`src/rtl/pk_byte_unpacker.sv`:
```
// Unpacks an LSB-first byte stream of 13-bit coefficients into 26-bit even/odd pairs.
// A 40-bit accumulator absorbs bytes while fewer than 26 bits are held and emits a pair otherwise.
module pk_byte_unpacker #(
  parameter int N_PAIRS = 350,
  parameter int N_BYTES = 1138
) (
  input  logic        clk,
  input  logic        rst,
  input  logic        start,
  input  logic [7:0]  byte_in,
  input  logic        byte_valid,
  output logic        byte_ready,
  output logic [25:0] pair,
  output logic        pair_valid,
  input  logic        pair_ready,
  output logic [8:0]  pair_count,
  output logic        done,
  output logic        pad_err
);
  localparam int BW = $clog2(N_BYTES + 1);

  localparam logic [1:0] IDLE = 2'd0;
  localparam logic [1:0] RUN  = 2'd1;
  localparam logic [1:0] DONE = 2'd2;

  logic [1:0]    state_reg;
  logic [39:0]   acc_reg;
  logic [5:0]    fill_reg;
  logic [BW-1:0] bytes_reg;
  logic [8:0]    count_reg;
  logic          done_reg;
  logic          pad_reg;

  logic          byte_fire;
  logic          pair_fire;
  logic          last_pair;
  logic [39:0]   acc_shifted;

  // Handshake qualifiers depend on registers only, so the two fires can never coincide.
  assign byte_ready  = (state_reg == RUN) && (fill_reg < 6'd26) && (bytes_reg < BW'(N_BYTES));
  assign pair_valid  = (state_reg == RUN) && (fill_reg >= 6'd26);
  assign pair        = acc_reg[25:0];
  assign pair_count  = count_reg;
  assign done        = done_reg;
  assign pad_err     = pad_reg;

  assign byte_fire   = byte_valid && byte_ready;
  assign pair_fire   = pair_valid && pair_ready;
  assign acc_shifted = acc_reg >> 26;
  assign last_pair   = pair_fire && (count_reg == 9'(N_PAIRS - 1));

  always_ff @(posedge clk or negedge rst) begin
    if (!rst) begin
      state_reg <= IDLE;
      acc_reg   <= '0;
      fill_reg  <= '0;
      bytes_reg <= '0;
      count_reg <= '0;
      done_reg  <= 1'b0;
      pad_reg   <= 1'b0;
    end else if (start && (state_reg != RUN)) begin
      state_reg <= RUN;
      acc_reg   <= '0;
      fill_reg  <= '0;
      bytes_reg <= '0;
      count_reg <= '0;
      done_reg  <= 1'b0;
      pad_reg   <= 1'b0;
    end else if (state_reg == RUN) begin
      if (byte_fire) begin
        // Bits above fill are always zero, so OR-ing places the byte at acc[fill+7:fill].
        acc_reg   <= acc_reg | (40'(byte_in) << fill_reg);
        fill_reg  <= fill_reg + 6'd8;
        bytes_reg <= bytes_reg + BW'(1);
      end else if (pair_fire) begin
        acc_reg  <= acc_shifted;
        fill_reg <= fill_reg - 6'd26;
        if (count_reg != 9'(N_PAIRS))
          count_reg <= count_reg + 9'd1;
        if (last_pair) begin
          state_reg <= DONE;
          done_reg  <= 1'b1;
          pad_reg   <= (acc_shifted[3:0] != 4'd0);
        end
      end
    end else if (state_reg != DONE) begin
      state_reg <= IDLE;
    end
  end

endmodule

```
`config.mk`:
```
export PLATFORM = sky130hd
export DESIGN_NAME = pk_byte_unpacker
export DESIGN_NICKNAME = d
export VERILOG_FILES = /design/src/rtl/pk_byte_unpacker.sv
export SDC_FILE = /design/constraint.sdc
export NUM_CORES = 1
export LEC_CHECK = 0
export BUFFER_PORTS_ARGS = -buffer_cell sky130_fd_sc_hd__buf_4
export CAP_MARGIN = 20
export CORE_UTILIZATION = 53
export DETAILED_ROUTE_END_ITERATION = 7
export HOLD_SLACK_MARGIN = 0.02
export PLACE_DENSITY = 0.79
export SYNTH_ARGS = -nofsm -noshare
export SYNTH_HDL_FRONTEND = slang
export SYNTH_SLANG_ARGS = --single-unit
```
`constraint.sdc`:
```
create_clock -name clk -period 3.1 [get_ports clk]
set_input_delay 0.62 -clock clk [delete_from_list [all_inputs] [get_ports clk]]
set_output_delay 0.62 -clock clk [all_outputs]
set_load 0.005 [all_outputs]
```
; Yosys cells after proc, flatten, opt, wreduce, memory -nomap -nowiden
; Index checks and enable logic that the tools add are counted.
[totals]
elab_cells = 77
output_inout_bits = 39
reg_bits = 70
in_bits = 13
[op_classes]
n_lt_le_gt_ge = 3
n_bitwise = 1
addsub = 4
shift = 1
n_reduce_logical = 20
muxes = 32
eq_ne = 9
[op_table]
columns = op, count
row1 = 2-to-1 mux 40 bit, 4
row2 = 2-to-1 mux 9 bit, 5
row3 = OR 40 bit, 1
row4 = << shifter 8 x 6 -> 40 bit, 1
row5 = 2-to-1 mux 11 bit, 3
row6 = 2-to-1 mux 6 bit, 4
row7 = 2-to-1 mux 2 bit, 6
row8 = AND reduction 4 bit, 3
row9 = adder 11 x 1 -> 11 bit (second input constant), 1
row10 = < comparator 11 bit (second input constant), 1
row11 = 2-to-1 mux 1 bit, 10
row12 = nonzero test 2 bit, 5
row13 = adder 9 x 1 -> 9 bit (second input constant), 1
row14 = == test 9 bit (second input constant), 1
row15 = != test 3 x 2 -> 1 bit (second input constant), 3
row16 = != test 9 bit (second input constant), 1
row17 = logical AND 1 bit, 7
row18 = adder 6 x 4 -> 6 bit (second input constant), 1
row19 = >= comparator 6 x 5 -> 1 bit (second input constant), 1
row20 = < comparator 6 x 5 -> 1 bit (second input constant), 1
row21 = nonzero test 3 bit, 2
row22 = subtractor 6 x 5 -> 6 bit (second input constant), 1
row23 = != test 2 x 1 -> 1 bit (second input constant), 2
row24 = AND reduction 2 bit, 2
row25 = other kinds (3), 3

; Logic depth before layout (Yosys ltp)
[logic_depth]
word_depth = 9
depth_mapped = 8

; Worst setup path after synthesis
; OpenSTA, ideal clock, no wires.
[synth_timing]
kind = reg2reg
start = register bytes_reg[9]
end = register acc_reg[22]
stages_incl_launch_ff = 7
setup_slack_ns = 1.212
setup_time_ns = 0.122
path_buffers = 1
t_required_ns = 2.978
t_arrival_ns = 1.767
period_less_slack_ns = 1.888
cell_sequence = dfrtp_1 > or3_4 > o31ai_4 > and3b_4 > and2_4 > buf_6 > a32o_1
[synth_via]
elab_chain_len = 6
word_cells_on_any_way = 8
[synth_lines]
columns = item, line
row1 = from (decl), 29  ; logic [BW-1:0] bytes_reg;
row2 = from (signal assigned), 74  ; bytes_reg <= bytes_reg + BW'(1);
row3 = < comparator 11 bit *, 40  ; assign byte_ready = (state_reg == RUN) && (fill_reg < 6'd26) && (bytes_reg < BW'(N_BYTES));
row4 = logical AND 1 bit *, 40
row5 = logical AND 1 bit *, 47  ; assign byte_fire = byte_valid && byte_ready;
row6 = 2-to-1 mux 40 bit, 70  ; if (byte_fire) begin
row7 = 2-to-1 mux 40 bit, 69  ; end else if (state_reg == RUN) begin
row8 = 2-to-1 mux 40 bit, 61  ; end else if (start && (state_reg != RUN)) begin
row9 = to (signal assigned), 72  ; acc_reg <= acc_reg | (40'(byte_in) << fill_reg);
row10 = to (signal assigned), 76  ; acc_reg <= acc_shifted;
row11 = to (decl), 27  ; logic [39:0] acc_reg;
; Mark *: on every way between the ends. The rest lies on a longest branch, timed or not. The select of a mux whose other input is x is not followed.
; A chain may end at the register's enable or synchronous reset.

; Worst setup path in the final report
[layout_timing]
start = register fill_reg[2]
end = register acc_reg[1]
[layout_via]
elab_chain_len = 7
word_cells_on_any_way = 14
[layout_lines]
columns = item, line
row1 = from (decl), 28  ; logic [5:0] fill_reg;
row2 = from (signal assigned), 73  ; fill_reg <= fill_reg + 6'd8;
row3 = from (signal assigned), 77  ; fill_reg <= fill_reg - 6'd26;
row4 = < comparator 6 x 5 -> 1 bit, 40
row5 = logical AND 1 bit (2 in a row), 40
row6 = logical AND 1 bit, 47
row7 = 2-to-1 mux 40 bit, 70
row8 = 2-to-1 mux 40 bit, 69
row9 = 2-to-1 mux 40 bit, 61
; Parallel ways exist; a longest one is shown, timed or not. The select of a mux whose other input is x is not followed.

==> flow_summary.json <==
{
  "detail-route-antenna-nets": 0,
  "core-area_sq_um": 6495,
  "hold_viol": 0,
  "synth-edff-count": 0,
  "crit_type": "flip-flop to flip-flop",
  "cts_setup_buffers": 0,
  "clockRootBuffer": "clkbuf_8",
  "netlist_instances": 368,
  "yosys_warnings": 0,
  "finClkSkew_ns": 0.01133,
  "grt_pass1_wl_mm": 13.90,
  "largest_register_ff_count": 40,
  "rsz0062_at_grt": "no",
  "cts_tree": "yes",
  "violations": "DRC",
  "clock-sinks": 69,
  "crit_path_end_kind": "flip-flop",
  "post-route-drc-count": 2,
  "hold_path.class": "input port to asynchronous set/reset pin",
  "grt_max_degree": 70,
  "required_ns": 3.38,
  "ys_ff_latch": 69,
  "ys_seq_area_share_pct": 47.41,
  "num_rows": 29,
  "final_common_cell": "dfrtp_1",
  "htree_num_levels": 3,
  "grt_overflow_total": 0,
  "dp_hpwl_mm": 5.625,
  "tightest_slew_ns": 0.8607,
  "cts_resized": 0,
  "regToRegSetupSlack_ns": 0.67,
  "pin_count": 52,
  "track_usage_pct": 24.86,
  "synth_nets": 387,
  "synth_ff_type": "dfrtp_1",
  "syn_to_final_growth_pct": 10.79,
  "place.gp.congestion": 0.9183,
  "drtIter0Drc": 182,
  "fmax_mhz": 411.4,
  "slew_viol_final": 0,
  "path_clk_slew_ns": 0.08,
  "fillerInstances": 553,
  "post-route-util_pct": 62.13,
  "final_cell_mix": "dfrtp_1, buf_4, nand2_1",
  "power_density_nw_per_um2": 879.6,
  "drv_cap": 0,
  "setup-violations-final": 0,
  "antenna_cells": 0,
  "holdBufCountCts": 0,
  "period_share_pct": 78.42,
  "fp.dieArea_sq_um": 7208,
  "grt_pass1_vias": 2785,
  "p_leak_nw": 2.011,
  "syn_avg_cell_area_sq_um": 9.897,
  "initial_core_util_pct": 56.08,
  "min_period_ns": 2.431,
  "drt_wl_total_mm": 8.264,
  "vias": 2876,
  "status": "finished, violations left",
  "clockBufferDepth": 2,
  "dr.pass1.iters": 6,
  "rr_endpoint": "acc_reg[1]$_DFFE_PN0P_",
  "critPathMaxFanout": 23,
  "tns_ns": 0,
  "postSynth.asyncResetShare_pct": 100.0,
  "viasPerCell": 6.119,
  "drive_gt1_share_pct": 20.36,
  "synth_area_sq_um": 3642,
  "die_x_microns": 84.90,
  "wl_per_cell_microns": 17.58,
  "nets": 408,
  "rr_startpoint": "fill_reg[2]$_DFFE_PN0P_",
  "insertion_delay_ns": 0.35,
  "power.total_mw": 3.549,
  "die_h_microns": 84.90,
  "r2r_cells": 5,
  "synth_cell_types": 51,
  "port_buffers": 51,
  "slew_headroom_pct": 42.62,
  "ir_worst_vdd_uv": 407.1,
  "arrival_ns": 2.71,
  "startpoint_type": "flip-flop",
  "antenna_found_initial": 0,
  "numCtsBuffers": 9
}
[how the worst max path moves through the flow]
stage | end | cells past startpoint | startpoint | slack (ns)
2_1_floorplan | acc_reg[22]$_DFFE_PN0P_ | 6 | bytes_reg[9]$_DFFE_PN0P_ | 1.21
6_report | acc_reg[1]$_DFFE_PN0P_ | 5 | fill_reg[2]$_DFFE_PN0P_ | 0.67
5_1_grt | acc_reg[6]$_DFFE_PN0P_ | 5 | fill_reg[2]$_DFFE_PN0P_ | 0.47
3_3_place_gp | acc_reg[1]$_DFFE_PN0P_ | 5 | fill_reg[2]$_DFFE_PN0P_ | 0.84
4_1_cts | acc_reg[17]$_DFFE_PN0P_ | 5 | fill_reg[2]$_DFFE_PN0P_ | 0.67
3_5_place_dp | acc_reg[6]$_DFFE_PN0P_ | 5 | fill_reg[2]$_DFFE_PN0P_ | 0.70
[through the flow]
step                      hold slack, ns  area [sq um]  std cells  setup WS, ns
after floorplan                   0.3244          3642        368         1.212
after global placement            0.4721          3861        454        0.8399
after detailed placement          0.4750          3861        454        0.7033
after CTS                         0.4080          4028        469        0.6707
after global routing              0.4482          4035        470        0.4734
final                             0.3760          4035        470        0.6690
[critical path, stage by stage (launching register included)]
cell	delay, ns
dfrtp_1	0.53
o211ai_1	0.35
and3_1	0.24
nand3b_2	0.35
nor3_1	0.64
a31o_2	0.25
[cells in the mapped netlist, types with 4 or more instances]
library cell | n | area [sq um]
o211ai_1 | 5 | 37.54
nand3_1 | 16 | 80.08
nand4_1 | 4 | 25.02
xor2_1 | 5 | 43.79
nand2_1 | 35 | 131.4
a22o_1 | 8 | 70.07
or3_1 | 4 | 25.02
a21oi_1 | 14 | 70.07
nor3_1 | 5 | 25.02
o22ai_1 | 6 | 37.54
nor2b_1 | 5 | 31.28
clkbuf_1 | 12 | 45.04
inv_1 | 6 | 22.52
ha_1 | 6 | 75.07
a221o_1 | 10 | 100.1
a32o_1 | 6 | 60.06
buf_2 | 4 | 20.02
o21ai_0 | 18 | 90.09
nor2_1 | 23 | 86.33
buf_4 | 28 | 210.2
and3_1 | 24 | 150.1
dfrtp_1 | 69 | 1727
mux2i_1 | 13 | 130.1
[routing by layer]
metal  global-route usage, %  share of wire [%]
met5                       0                  0
met2                   36.95                 47
met1                   36.14                 47
met3                   3.988                3.9
met4                   10.94                1.8
[power by group]
part	switching [mW]	internal [mW]	total, mW
Sequential	0.281	1.16	1.44
Clock	0.341	0.305	0.646
Combinational	0.788	0.674	1.46
[area by class of cell]
class | instances | area, sq um | share of cell area (%)
Clock inverter | 4 | 25.02 | 0.6202
Timing Repair Buffer | 56 | 420.4 | 10.42
Tap cell | 77 | 96.34 | 2.388
Inverter | 7 | 26.28 | 0.6512
Clock buffer | 11 | 141.4 | 3.504
Multi-Input combinational cell | 246 | 1599 | 39.63
Sequential cell | 69 | 1727 | 42.79
[cell families (layout without fill, tap and decap cells)]
group / count (synthesis) / in the layout / synth area share (%)
fa+ha+maj: 6 / 6 / 2.061
simple gates: 133 / 133 / 19.00
xor+xnor: 6 / 6 / 1.443
mux: 13 / 13 / 3.573
flops: 69 / 69 / 47.41
compound gates: 88 / 88 / 17.83
buf+inv: 53 / 78 / 8.691
Note: power is estimated with default switching activity, not from simulation.
